--- config.mk ---
export PLATFORM = sky130hd
export DESIGN_NAME = fp_normalizer
export DESIGN_NICKNAME = d
export VERILOG_FILES = /design/src/rtl/fp_pkg.sv /design/src/rtl/fp_round_pack.sv /design/src/rtl/fp_normalizer.sv
export SDC_FILE = /design/constraint.sdc
export NUM_CORES = 1
export LEC_CHECK = 0
export CORE_MARGIN = 3
export CORE_UTILIZATION = 51
export CTS_CLUSTER_SIZE = 40
export DETAILED_ROUTE_END_ITERATION = 16
export PLACE_DENSITY = 0.85
export SETUP_SLACK_MARGIN = 0.15
export SLEW_MARGIN = 40
export SYNTH_ARGS = -nofsm -noshare
export SYNTH_HDL_FRONTEND = slang
export SYNTH_SLANG_ARGS = --single-unit
--- constraint.sdc ---
create_clock -name clk -period 3.05 [get_ports clk]
set_clock_uncertainty 0.05 [all_clocks]
set_input_delay 0.4575 -clock clk [delete_from_list [all_inputs] [get_ports clk]]
set_output_delay 0.4575 -clock clk [all_outputs]
set_load 0.1 [all_outputs]
--- src/rtl/fp_pkg.sv ---
// Shared defaults, FSM encoding and packed-float layout for the FP normalizer.
// The EXP_MAX and fp_t definitions assume the default single-precision widths.
package fp_pkg;

  localparam int EXP_W_DEF  = 8;
  localparam int FRAC_W_DEF = 23;

  localparam logic [EXP_W_DEF-1:0] EXP_MAX = '1;

  typedef enum logic [1:0] {
    S_IDLE,
    S_NORM,
    S_DONE
  } state_t;

  typedef struct packed {
    logic                  sign;
    logic [EXP_W_DEF-1:0]  exp;
    logic [FRAC_W_DEF-1:0] frac;
  } fp_t;

endpackage

--- src/rtl/fp_round_pack.sv ---
// One normalization step: classify the working value, round a right shift, pack.
// Pure combinational; FP_NORM_ROUND_EN selects round-to-nearest-even over truncation.
module fp_round_pack
  import fp_pkg::*;
#(
  parameter int EXP_W  = EXP_W_DEF,
  parameter int FRAC_W = FRAC_W_DEF
) (
  input  logic                    sign,
  input  logic [EXP_W-1:0]        exp,
  input  logic [FRAC_W+1:0]       sum,
  output logic [EXP_W+FRAC_W:0]   result,
  output logic                    overflow,
  output logic                    underflow,
  output logic                    zero,
  output logic                    shift_left
);

  localparam logic [EXP_W:0] EXP_ALL = {1'b0, {EXP_W{1'b1}}};

  logic              inc;
  logic              rnd_carry;
  logic [FRAC_W-1:0] frac_rnd;
  logic [EXP_W:0]    exp_up;

  // Only one bit is dropped, so guard is sum[0] and the new lsb is sum[1].
`ifdef FP_NORM_ROUND_EN
  assign inc = sum[0] & sum[1];
`else
  assign inc = 1'b0;
`endif

  // Hidden bit is implied by sum[MSB]; a carry out of the fraction means 1.0 at exp+2.
  assign {rnd_carry, frac_rnd} = {1'b0, sum[FRAC_W:1]} + {{FRAC_W{1'b0}}, inc};
  assign exp_up = {1'b0, exp} + (EXP_W+1)'(1) + (EXP_W+1)'(rnd_carry);

  always_comb begin
    result     = '0;
    overflow   = 1'b0;
    underflow  = 1'b0;
    zero       = 1'b0;
    shift_left = 1'b0;
    if (sum == '0) begin
      zero = 1'b1;
    end else if (exp == '1) begin
      result   = {sign, {EXP_W{1'b1}}, {FRAC_W{1'b0}}};
      overflow = 1'b1;
    end else if (sum[FRAC_W+1]) begin
      if (exp_up >= EXP_ALL) begin
        result   = {sign, {EXP_W{1'b1}}, {FRAC_W{1'b0}}};
        overflow = 1'b1;
      end else begin
        result = {sign, exp_up[EXP_W-1:0], frac_rnd};
      end
    end else if (sum[FRAC_W]) begin
      result = {sign, exp, sum[FRAC_W-1:0]};
    end else if (exp <= EXP_W'(1)) begin
      result    = {sign, {EXP_W{1'b0}}, sum[FRAC_W-1:0]};
      underflow = 1'b1;
    end else begin
      shift_left = 1'b1;
    end
  end

endmodule

--- src/rtl/fp_normalizer.sv ---
// Normalizes a raw adder sum into an IEEE-754 word; out_valid 2 cycles after accept plus one per left shift.
// Single operand in flight: in_ready low until the result handshakes; rounding via FP_NORM_ROUND_EN.
module fp_normalizer
  import fp_pkg::*;
#(
  parameter int EXP_W  = EXP_W_DEF,
  parameter int FRAC_W = FRAC_W_DEF
) (
  input  logic                  clk,
  input  logic                  rst_n,
  input  logic                  in_valid,
  output logic                  in_ready,
  input  logic                  in_sign,
  input  logic [EXP_W-1:0]      in_exp,
  input  logic [FRAC_W+1:0]     in_sum,
  output logic                  out_valid,
  input  logic                  out_ready,
  output logic [EXP_W+FRAC_W:0] out_result,
  output logic                  out_overflow,
  output logic                  out_underflow,
  output logic                  out_zero
);

  state_t                state, state_nxt;
  logic                  ready_ok;
  logic                  sign_q;
  logic [EXP_W-1:0]      exp_q;
  logic [FRAC_W+1:0]     sum_q;
  logic [EXP_W+FRAC_W:0] rp_result;
  logic                  rp_ovf, rp_unf, rp_zero, rp_shift;
  logic                  accept;

  fp_round_pack #(
    .EXP_W  (EXP_W),
    .FRAC_W (FRAC_W)
  ) u_round_pack (
    .sign       (sign_q),
    .exp        (exp_q),
    .sum        (sum_q),
    .result     (rp_result),
    .overflow   (rp_ovf),
    .underflow  (rp_unf),
    .zero       (rp_zero),
    .shift_left (rp_shift)
  );

  assign accept = (state == S_IDLE) && ready_ok && in_valid;

  always_comb begin
    state_nxt = state;
    in_ready  = 1'b0;
    case (state)
      S_IDLE: begin
        in_ready = ready_ok;
        if (accept) state_nxt = S_NORM;
      end
      S_NORM:  if (!rp_shift) state_nxt = S_DONE;
      S_DONE:  if (out_valid && out_ready) state_nxt = S_IDLE;
      default: state_nxt = S_IDLE;
    endcase
  end

  always_ff @(posedge clk) begin
    if (!rst_n) begin
      state         <= S_IDLE;
      ready_ok      <= 1'b0;
      sign_q        <= 1'b0;
      exp_q         <= '0;
      sum_q         <= '0;
      out_valid     <= 1'b0;
      out_result    <= '0;
      out_overflow  <= 1'b0;
      out_underflow <= 1'b0;
      out_zero      <= 1'b0;
    end else begin
      state    <= state_nxt;
      ready_ok <= 1'b1;
      if (accept) begin
        sign_q <= in_sign;
        // A zero exponent denotes a denormal operand, which scales like exp=1.
        exp_q  <= (in_exp == '0) ? EXP_W'(1) : in_exp;
        sum_q  <= in_sum;
      end
      if (state == S_NORM) begin
        if (rp_shift) begin
          sum_q <= sum_q << 1;
          exp_q <= exp_q - EXP_W'(1);
        end else begin
          out_result    <= rp_result;
          out_overflow  <= rp_ovf;
          out_underflow <= rp_unf;
          out_zero      <= rp_zero;
        end
      end
      // The result registers settle on DONE entry; valid follows one cycle later.
      out_valid <= (state == S_DONE) && !(out_valid && out_ready);
    end
  end

endmodule

Word-level counts from Yosys, hierarchy flattened. Cells that the tools add are included.

Bits in registers: 73. Bits of input ports: 38. Output and inout bits: 37. Logic and storage cells: 65.

Add/subtract/negate cells: 2. $lt $le $gt $ge: 2. Eq/ne operators: 6. Muxes and demuxes: 34. Bitwise gates (word level): 1. Reductions and logical operators: 10.

Operator list (count): 2-to-1 mux 32 bit (5); 2-to-1 mux 25 bit (3); 2-to-1 mux 8 bit (4); 2-to-1 mux 31 bit (1); logical NOT 25 bit (1); 2-to-1 mux 1 bit (17); adder 8 x 1 -> 9 bit (second input constant) (1); >= comparator 9 x 8 -> 1 bit (second input constant) (1); == test 8 bit (second input constant) (1); <= comparator 8 x 1 -> 1 bit (second input constant) (1); logical NOT 8 bit (1); subtractor 8 x 1 -> 8 bit (second input constant) (1); 2-to-1 mux 2 bit (3); case mux 2 bit (3 select lines) (1); logical AND 1 bit (4); != test 2 bit (second input constant) (2); AND reduction 3 bit (1); == test 2 x 1 -> 1 bit (second input constant) (1); == test 2 bit (second input constant) (1); logical NOT 2 bit (1); != test 2 x 1 -> 1 bit (second input constant) (1); AND reduction 2 bit (1); logical NOT 1 bit (1); NOT 1 bit (1).

Logic depth before layout (Yosys ltp).
Word-level depth: 8. Gate-level depth with buffers: 10.

Cells and area by module. A second synthesis with hierarchy kept.

Cells, all modules: 517. Area total of the unflattened synthesis: 4201.5 um2.

Modules (own cells, without submodules): fp_normalizer (instances 1, cells an instance 360, area an instance 3104.2 um2, sequential area each 1461.4 um2); fp_round_pack (instances 1, cells an instance 157, area an instance 1097.3 um2, sequential area each 0.0 um2).

Worst setup path before layout. No wires, ideal clock.

Path type: register to register. From: register state[1]. To: register sum_q[10]. Setup time: 0.142 ns. Arrival time: 3.726 ns. Data required time: 2.858 ns. Setup slack: -0.868 ns. Stages on the path, launching flop included: 6. Path buffers: 1. Clock period less this slack: 3.918 ns. Cell sequence: dfxtp_1 > nor3b_1 > nand2_1 > clkbuf_1 > nand2_1 > a311oi_1.

Word-level cells in the longest chain between the ends: 6. Elaborated cells on any way between the ends: 7.

RTL lines: start: declaration (RTL line fp_normalizer.sv:24) `state_t state, state_nxt;`; start signal: assignment (RTL line fp_normalizer.sv:76) `state <= state_nxt;`; logical NOT 2 bit (RTL line fp_normalizer.sv:47) `assign accept = (state == S_IDLE) && ready_ok && in_valid;`; logical AND 1 bit (2 in series) (RTL line fp_normalizer.sv:47); 2-to-1 mux 25 bit (RTL line fp_normalizer.sv:78) `if (accept) begin`; 2-to-1 mux 25 bit (RTL line fp_normalizer.sv:85) `if (rp_shift) begin`; 2-to-1 mux 25 bit * (RTL line fp_normalizer.sv:84) `if (state == S_NORM) begin`; end signal: assignment (RTL line fp_normalizer.sv:82) `sum_q <= in_sum;`; end signal: assignment (RTL line fp_normalizer.sv:86) `sum_q <= sum_q << 1;`; end: declaration (RTL line fp_normalizer.sv:28) `logic [FRAC_W+1:0] sum_q;`.

Every way passes the cells marked *; elsewhere a longest branch is shown, timed or not. A chain may end at the register's enable or synchronous reset.

Final worst setup path.
From: register exp_q[0]. To: register exp_q[5].

Word-level cells in the longest chain between the ends: 8. Elaborated cells on any way between the ends: 10.

RTL lines: start: declaration (RTL line fp_normalizer.sv:27) `logic [EXP_W-1:0] exp_q;`; start signal: assignment (RTL line fp_normalizer.sv:81) `exp_q <= (in_exp == '0) ? EXP_W'(1) : in_exp;`; start signal: assignment (RTL line fp_normalizer.sv:87) `exp_q <= exp_q - EXP_W'(1);`; <= comparator 8 x 1 -> 1 bit (RTL line fp_round_pack.sv:57) `end else if (exp <= EXP_W'(1)) begin`; 2-to-1 mux 1 bit (RTL line fp_round_pack.sv:57); 2-to-1 mux 1 bit (RTL line fp_round_pack.sv:55) `end else if (sum[FRAC_W]) begin`; 2-to-1 mux 1 bit (RTL line fp_round_pack.sv:48) `end else if (sum[FRAC_W+1]) begin`; 2-to-1 mux 1 bit (RTL line fp_round_pack.sv:45) `end else if (exp == '1) begin`; 2-to-1 mux 1 bit (RTL line fp_round_pack.sv:43) `if (sum == '0) begin`; 2-to-1 mux 8 bit * (RTL line fp_normalizer.sv:85); 2-to-1 mux 8 bit * (RTL line fp_normalizer.sv:84).

Marked as above.

==> metrics.md <==
| Metric | Value |
|---|---|
| CP endpoint kind | `flip-flop` |
| Setup violators final | `0` |
| Remaining Overflow, GRT | `0` |
| # fillers | `553` |
| CP endpoint | `exp_q[5]` |
| RePlAce Congestion | `0.890` |
| CP peak stage delay | `~0.48 ns` |
| Layout cells sized above 1 | `roughly 15%` |
| R2R depth | `9` |
| Largest net degree at the start of global routing | `51` |
| Run status | `finished, final reports clean` |
| Relative slew slack | `between 60 and 70%` |
| HPWL Detailed | `6.37 mm` |
| Mapped Area | `around 3500 µm²` |
| YS warnings | `0` |
| Post-route ant nets | `0` |
| ANT cells | `0` |
| 1st-iter DRT viols | `roughly 210` |
| Cts repair resizes | `0` |
| Total GRT Usage | `23.3%` |
| Synth Flop Type | `dfxtp_1` |
| Mapped Avg Cell Area | `8.67 µm²` |
| Lkg Pwr | `1.62 nW` |
| CP Max Fanout | `50` |
| Post-route clock period utilization | `81.3%` |
| Seq/Total Area, Yosys | `41.7%` |
| Max VDD drop | `0.335 mV` |
| WL met3 | `between 600 and 700 µm` |
| Worst setup SP type | `flip-flop` |
| Final nets | `507` |
| Final wirelength | `9.01 mm` |
| # IOs | `75` |
| Design area | `4330 µm²` |
| Clk slew on worst S/H paths | `0.07 ns` |
| DR vias | `3247` |
| Hold Vio Cnt, Final | `0` |
| Initial antenna violation count | `0` |
| Reg2Reg Launch Point | `exp_q[0]` |
| Post-synth cell types | `between 50 and 60` |
| Highest Signal Layer | `met4` |
| Die area | `7900 µm²` |
| RR Endpoint | `exp_q[5]` |
| Max Freq | `0.403 GHz` |
| Pwr dens | `563 nW/µm²` |
| Asr flop ratio synth | `0%` |
| Hold crit path type | `flip-flop to flip-flop` |
| Final Critical Period | `2.48 ns` |
| Slowest CP cell | `dfxtp_1` |
| Number of synthesized flops with an enable pin | `0` |
| CTS buffer count | `9` |
| Placed cell area | `4160 µm²` |
| CTS tree | `built` |
| RSZ-0062 raised after global routing | `false` |
| Mapped Nets | `446` |
| Height of the chip | `88.9 µm` |
| Number of global-route vias before repair | `3147` |
| DRT Pass-1 Iters | `5` |
| DRC Markers | `0` |
| DR WL/cell | `16.5 µm` |
| Worst setup startpoint | `exp_q[0]` |
| Setup CP Type | `flip-flop to flip-flop` |
| Syn Inst Count | `404` |
| Max H-tree Level | `3` |
| Final TNS setup | `0 ns` |
| Row count | `29` |
| Core area | `6490 µm²` |
| R2r setup slk | `between 0.5 and 0.6 ns` |
| Data arrival, critical path | `2.70 ns` |
| Maximum clock path buffer count | `2` |
| Number of synthesized register bits | `73` |
| # hold bufs at CTS | `0` |
| CP cell instances | `inv_1, ha_1, nor2_1, o31ai_4, nor3_1, nand2_1, buf_4, o31ai_1, o2bb2ai_1` |
| Vias per inst | `5.95` |
| Max-slew violation count | `0` |
| Clk root buf | `clkbuf_8` |
| Clock sinks | `73` |
| Die W | `approximately 90 µm` |
| Synth-to-layout area growth | `23.5%` |
| Port bufs | `74` |
| Critical Path RT | `between 3 and 4 ns` |
| Max-cap violations | `0` |
| Worst-Margin Slew | `0.546 ns` |
| Clk_lat worst skew | `0.34 ns` |
| Global-route wire length before repair | `~14 mm` |
| Met2 routed WL | `4.32 mm` |
| M1 WL | `3.87 mm` |
| Starting Density | `53.9%` |
| Setup Buffers After CTS | `0` |
## worst min path at each step
stage,start,end,slack [ns],cells after the start
final,out_result[23],out_result[23],0.41,1
after global routing,out_result[23],out_result[23],0.43,1
after CTS,out_valid,out_valid,0.41,1
after detailed placement,out_overflow,out_overflow,0.40,1
after global placement,out_result[23],out_result[23],0.39,1
after floorplan,sign_q,sign_q,0.39,2
## layer usage
| layer | vias to the layer above | global-route usage [%] |
|---|---|---|
| met4 | 0 | 9.89 |
| li1 | 1580 | - |
| met5 | - | 0 |
| met2 | 144 | 38.7 |
| met1 | 1503 | 29.5 |
| met3 | 20 | 4.56 |
## synth_stat cells, types with 2 or more instances
library cell / n / area [µm²]
xor2_1: 2 / 17.5
dfxtp_1: 73 / 1460
nand4_1: 5 / 31.3
o221ai_1: 2 / 17.5
and2_1: 3 / 18.8
mux2i_1: 24 / 240
or3_1: 2 / 12.5
a211o_1: 2 / 17.5
clkbuf_1: 16 / 60.1
nand3_1: 6 / 30.0
a311oi_1: 23 / 201
nand2_1: 75 / 282
a22oi_1: 2 / 15.0
o31ai_1: 2 / 15.0
nand2b_1: 2 / 12.5
nor4_1: 7 / 43.8
nor2b_1: 4 / 25.0
o21ai_0: 6 / 30.0
a21oi_1: 20 / 100
xnor2_1: 5 / 43.8
nor3_1: 6 / 30.0
nor2_1: 35 / 131
inv_1: 6 / 22.5
buf_6: 4 / 45.0
ha_1: 4 / 50.1
or2_2: 2 / 12.5
o2bb2ai_1: 27 / 236
a21o_1: 3 / 22.5
buf_1: 2 / 7.51
buf_2: 10 / 50.1
or3_4: 2 / 22.5
a211oi_1: 3 / 22.5
## cells in the final DEF, fill, tap and decap left out, types with 3 or more instances in the layout
| cell type | Yosys | routed |
|---|---|---|
| a311oi_1 | 23 | 23 |
| a21oi_1 | 20 | 20 |
| buf_4 | 0 | 44 |
| o2bb2ai_1 | 27 | 27 |
| a21o_1 | 3 | 3 |
| clkbuf_8 | 0 | 10 |
| nor2_1 | 35 | 35 |
| mux2i_1 | 24 | 24 |
| nand4_1 | 5 | 5 |
| a211oi_1 | 3 | 3 |
| and2_1 | 3 | 3 |
| nor3_1 | 6 | 6 |
| inv_1 | 6 | 6 |
| o21ai_0 | 6 | 6 |
| ha_1 | 4 | 4 |
| nor2b_1 | 4 | 4 |
| xnor2_1 | 5 | 5 |
| nand2_1 | 75 | 75 |
| clkdlybuf4s50_1 | 0 | 37 |
| nand3_1 | 6 | 6 |
| nor4_1 | 7 | 7 |
| dfxtp_1 | 73 | 72 |
## stage by stage
stage | hold WS, ns | setup WS [ns] | std cells | total power [mW] | utilization, %
2_1_floorplan | 0.387 | 0.237 | 404 | 1.62 | -
3_3_place_gp | 0.392 | 0.696 | 531 | 1.77 | 64.1
3_5_place_dp | 0.398 | 0.622 | 531 | 1.79 | 64.1
4_1_cts | 0.415 | 0.573 | 546 | 2.44 | 66.6
5_1_grt | 0.429 | 0.325 | 546 | 2.55 | 66.6
6_report | 0.410 | 0.570 | 546 | 2.43 | 66.6
## state kept, by name, summed over array words and instances (netlist names)
name           cells
ready_ok           1
out_overflow       1
sum_q             25
out_underflow      1
out_zero           1
out_result        32
out_valid          1
sign_q             1
exp_q              8
state              2
## final cells by class
| type | instances | area, µm² | share of cell area (%) |
|---|---|---|---|
| Clock buffer | 12 | 145 | 3.35 |
| Clock inverter | 3 | 17.5 | 0.405 |
| Inverter | 6 | 22.5 | 0.521 |
| Multi-Input combinational cell | 293 | 1860 | 43.0 |
| Sequential cell | 73 | 1460 | 33.8 |
| Tap cell | 77 | 96.3 | 2.23 |
| Timing Repair Buffer | 82 | 721 | 16.7 |
## cells by family after synthesis
| group | count (synthesis) | synth area share, % |
|---|---|---|
| mux | 25 | 7.18 |
| simple gates | 156 | 20.3 |
| xor+xnor | 7 | 1.75 |
| fa+ha+maj | 4 | 1.43 |
| flops | 73 | 41.7 |
| buf+inv | 38 | 5.29 |
| compound gates | 101 | 22.4 |
## report_power, final
part	internal, mW	switching, mW	total, mW	leakage, nW
Sequential	1.03	0.110	1.14	0.594
Clock	0.311	0.346	0.657	0.0822
Combinational	0.252	0.386	0.639	0.939
Total	1.59	0.843	2.43	1.62
## worst max-delay path, delay by kind of cell (launching register included)
kind / cells / cell delay (ns)
buffers and inverters: 2 / 0.46
DFF: 1 / 0.48
adders and majority gates: 1 / 0.25
AOI/OAI and AO/OA: 3 / 0.57
and+or+nand+nor: 3 / 0.60
Note: power is estimated with default switching activity, not from simulation.
==> variant, RTL diff (same settings) <==
The 3 states of `state_t` get a one-hot encoding in 3 bits.
--- a/src/rtl/fp_pkg.sv
+++ b/src/rtl/fp_pkg.sv
@@ -8,8 +8,8 @@
   localparam logic [EXP_W_DEF-1:0] EXP_MAX = '1;
 
-  typedef enum logic [1:0] {
-    S_IDLE,
-    S_NORM,
-    S_DONE
+  typedef enum logic [2:0] {
+    S_IDLE = 3'b001,
+    S_NORM = 3'b010,
+    S_DONE = 3'b100
   } state_t;
 
Function: same outputs for any inputs over 4 cycles, from zero or initial values and one cycle with rst_n low; so few cycles prove little.
==> variant against the original RTL <==
Synthesized area increased by 6.7%; utilization increased by 0.12 points; cell area increased by 7.1%; power decreased by 9.3%; sequential cell count increased by 1; clock power increased by 18%; worst setup slack got worse by 0.24 ns; hold slack improved by 0.0089 ns; die area increased by 6.2%; routed wire length increased by 6.4%; critical path depth unchanged; fmax decreased by 8.9%; critical path type unchanged; largest cell class unchanged; largest power group unchanged.
==> variant: results (changes against the original RTL) <==
- Top post-synthesis cells by count: nand2_1 (76), dfxtp_1 (74), nor2_1 (39)
- Largest stage delay on the critical path: 0.49 ns
- Clock-pin slew reported for the worst setup and hold paths after clock tree synthesis: 0.08 ns
- Clk Latency, worst-skew pair: 0.35 ns
- Net load switching power: 641 uW (-24%)
- Largest fanout on the critical path: 45 (-10%)
- Share of synthesized area occupied by flip-flops and latches: 0.396 (-0.0208)
- GR Layer Usage met2: 0.367 (-0.0203)
- Root buffer selected by CTS: clkbuf_8
- End point of the most critical hold path: out_result[28]
- Peak VDD IR: 0.297 mV (-11%)
- Via count of the first global-routing pass: 3292 (+4.6%)
- Worst slew margin relative to its limit: 0.629 (-0.00705)
- Largest net degree at the start of global routing: 46 (-9.8%)
- Largest cells by area after synthesis: dfxtp_1 (40%), a311oi_2 (8.0%), nand2_1 (7.6%)
- Worst slack, placed: 0.315 ns (-0.307 ns)
- First DRT Iteration DRCs: 242 (+15%)
- Via count of the routed design: 3442 (+6.0%)
- Capture point of the worst reg-to-reg path: sum_q[4]
- Fraction of met1 tracks used by global routing: 0.313 (+0.0179)
- First-pass GRT wire length: 15.8 mm (+9.5%)
- Average size of a mapped cell: 8.92 sq um (+2.9%)
- Syn_nets: 461 (+3.4%)
- Standard cell area after detailed placement: 0.00443 sq mm (+6.3%)
- Placed wire-length estimate after detailed placement: 6.70 mm (+5.1%)
- GR Util met3: 0.0406 (-0.00503)
- Cell variety after synth: 52 (+2.0%)
- Min-delay src: out_result[28]
- # Post-CTS Setup Buffers: 0 (unchanged)
- Largest regs: out_result x32, sum_q x25, exp_q x8
- Run status: completed
- Global placement routability congestion: 1.01 (+13%)
- Fraction of layout cells with a size suffix above 1: 0.193 (+0.0442)
- Placed cells: 566 (+6.6%)
- Number of resized instances in the post-cts repair step: 0 (unchanged)
- NumNets Final: 523 (+3.2%)
- All-layer global routing usage: 0.231 (-0.00189)
- Most used flip-flop cell after synthesis: dfxtp_1
- Register-to-register setup slack: 0.33 ns (-0.24 ns)
- # diodes: 0 (unchanged)
- Setup violators final: 0 (unchanged)
- Detailed-route wire length: 9.59 mm (+6.4%)
- Worst hold margin: 0.419 ns (+0.00885 ns)
- Clock buffer count from CTS: 9 (unchanged)
- Static leakage power: 0.00165 uW (+2.2%)
- Vias per Instance: 5.91 (-0.55%)
==> variant: cell types whose count changed after synthesis, moves of 4 or more <==
| cell | delta |
|---|---|
| mux2i_1 | +4 |
| nand3_1 | +4 |
| a311oi_2 | +20 |
| a311oi_1 | -19 |
| o22ai_1 | +5 |
| buf_2 | +4 |
| a21oi_1 | -6 |
| buf_4 | +4 |
| nor2_1 | +4 |
==> variant: worst max-delay path by stage <==
stage | startpoint | cells after the start | to | slack [ns]
floorplan | state[0] | 7 | exp_q[6] | 0.43
global placement | exp_q[0] | 9 | sum_q[4] | 0.42
detailed placement | exp_q[0] | 9 | sum_q[4] | 0.32
CTS | exp_q[0] | 9 | sum_q[4] | 0.28
global route | exp_q[0] | 9 | sum_q[4] | 0.26
finish | exp_q[0] | 9 | sum_q[4] | 0.33
==> variant: cells by family after synthesis <==
group | share of synthesized area
simple gates | 0.193
mux | 0.0750
flops | 0.396
compound gates | 0.260
buf+inv | 0.0579
xor+xnor | 0.00469
fa+ha+maj | 0.0134
==> variant: power groups by stage <==
stage	combinational (uW)	clock [uW]	sequential, uW
after CTS	369	788	1060
after floorplan	262	0	1060
after detailed placement	365	0	1080
after global placement	357	0	1080
after global routing	404	827	1060
final	372	778	1060
==> variant: layout make-up <==
type | count | area, sq um
fillers | 555 | 2310
multi-input cells | 302 | 2040
inverters | 8 | 30.0
flip-flops and latches | 74 | 1480
clock inverters | 5 | 63.8
clock buffers | 11 | 141
well taps | 96 | 120
repair buffers | 86 | 754
==> variant: layer usage <==
| metal | routed length [um] | share of wire |
|---|---|---|
| met1 | 4320 | 0.45 |
| met2 | 4570 | 0.48 |
| met3 | 535 | 0.056 |
| met4 | 155 | 0.016 |
| met5 | 0 | 0 |
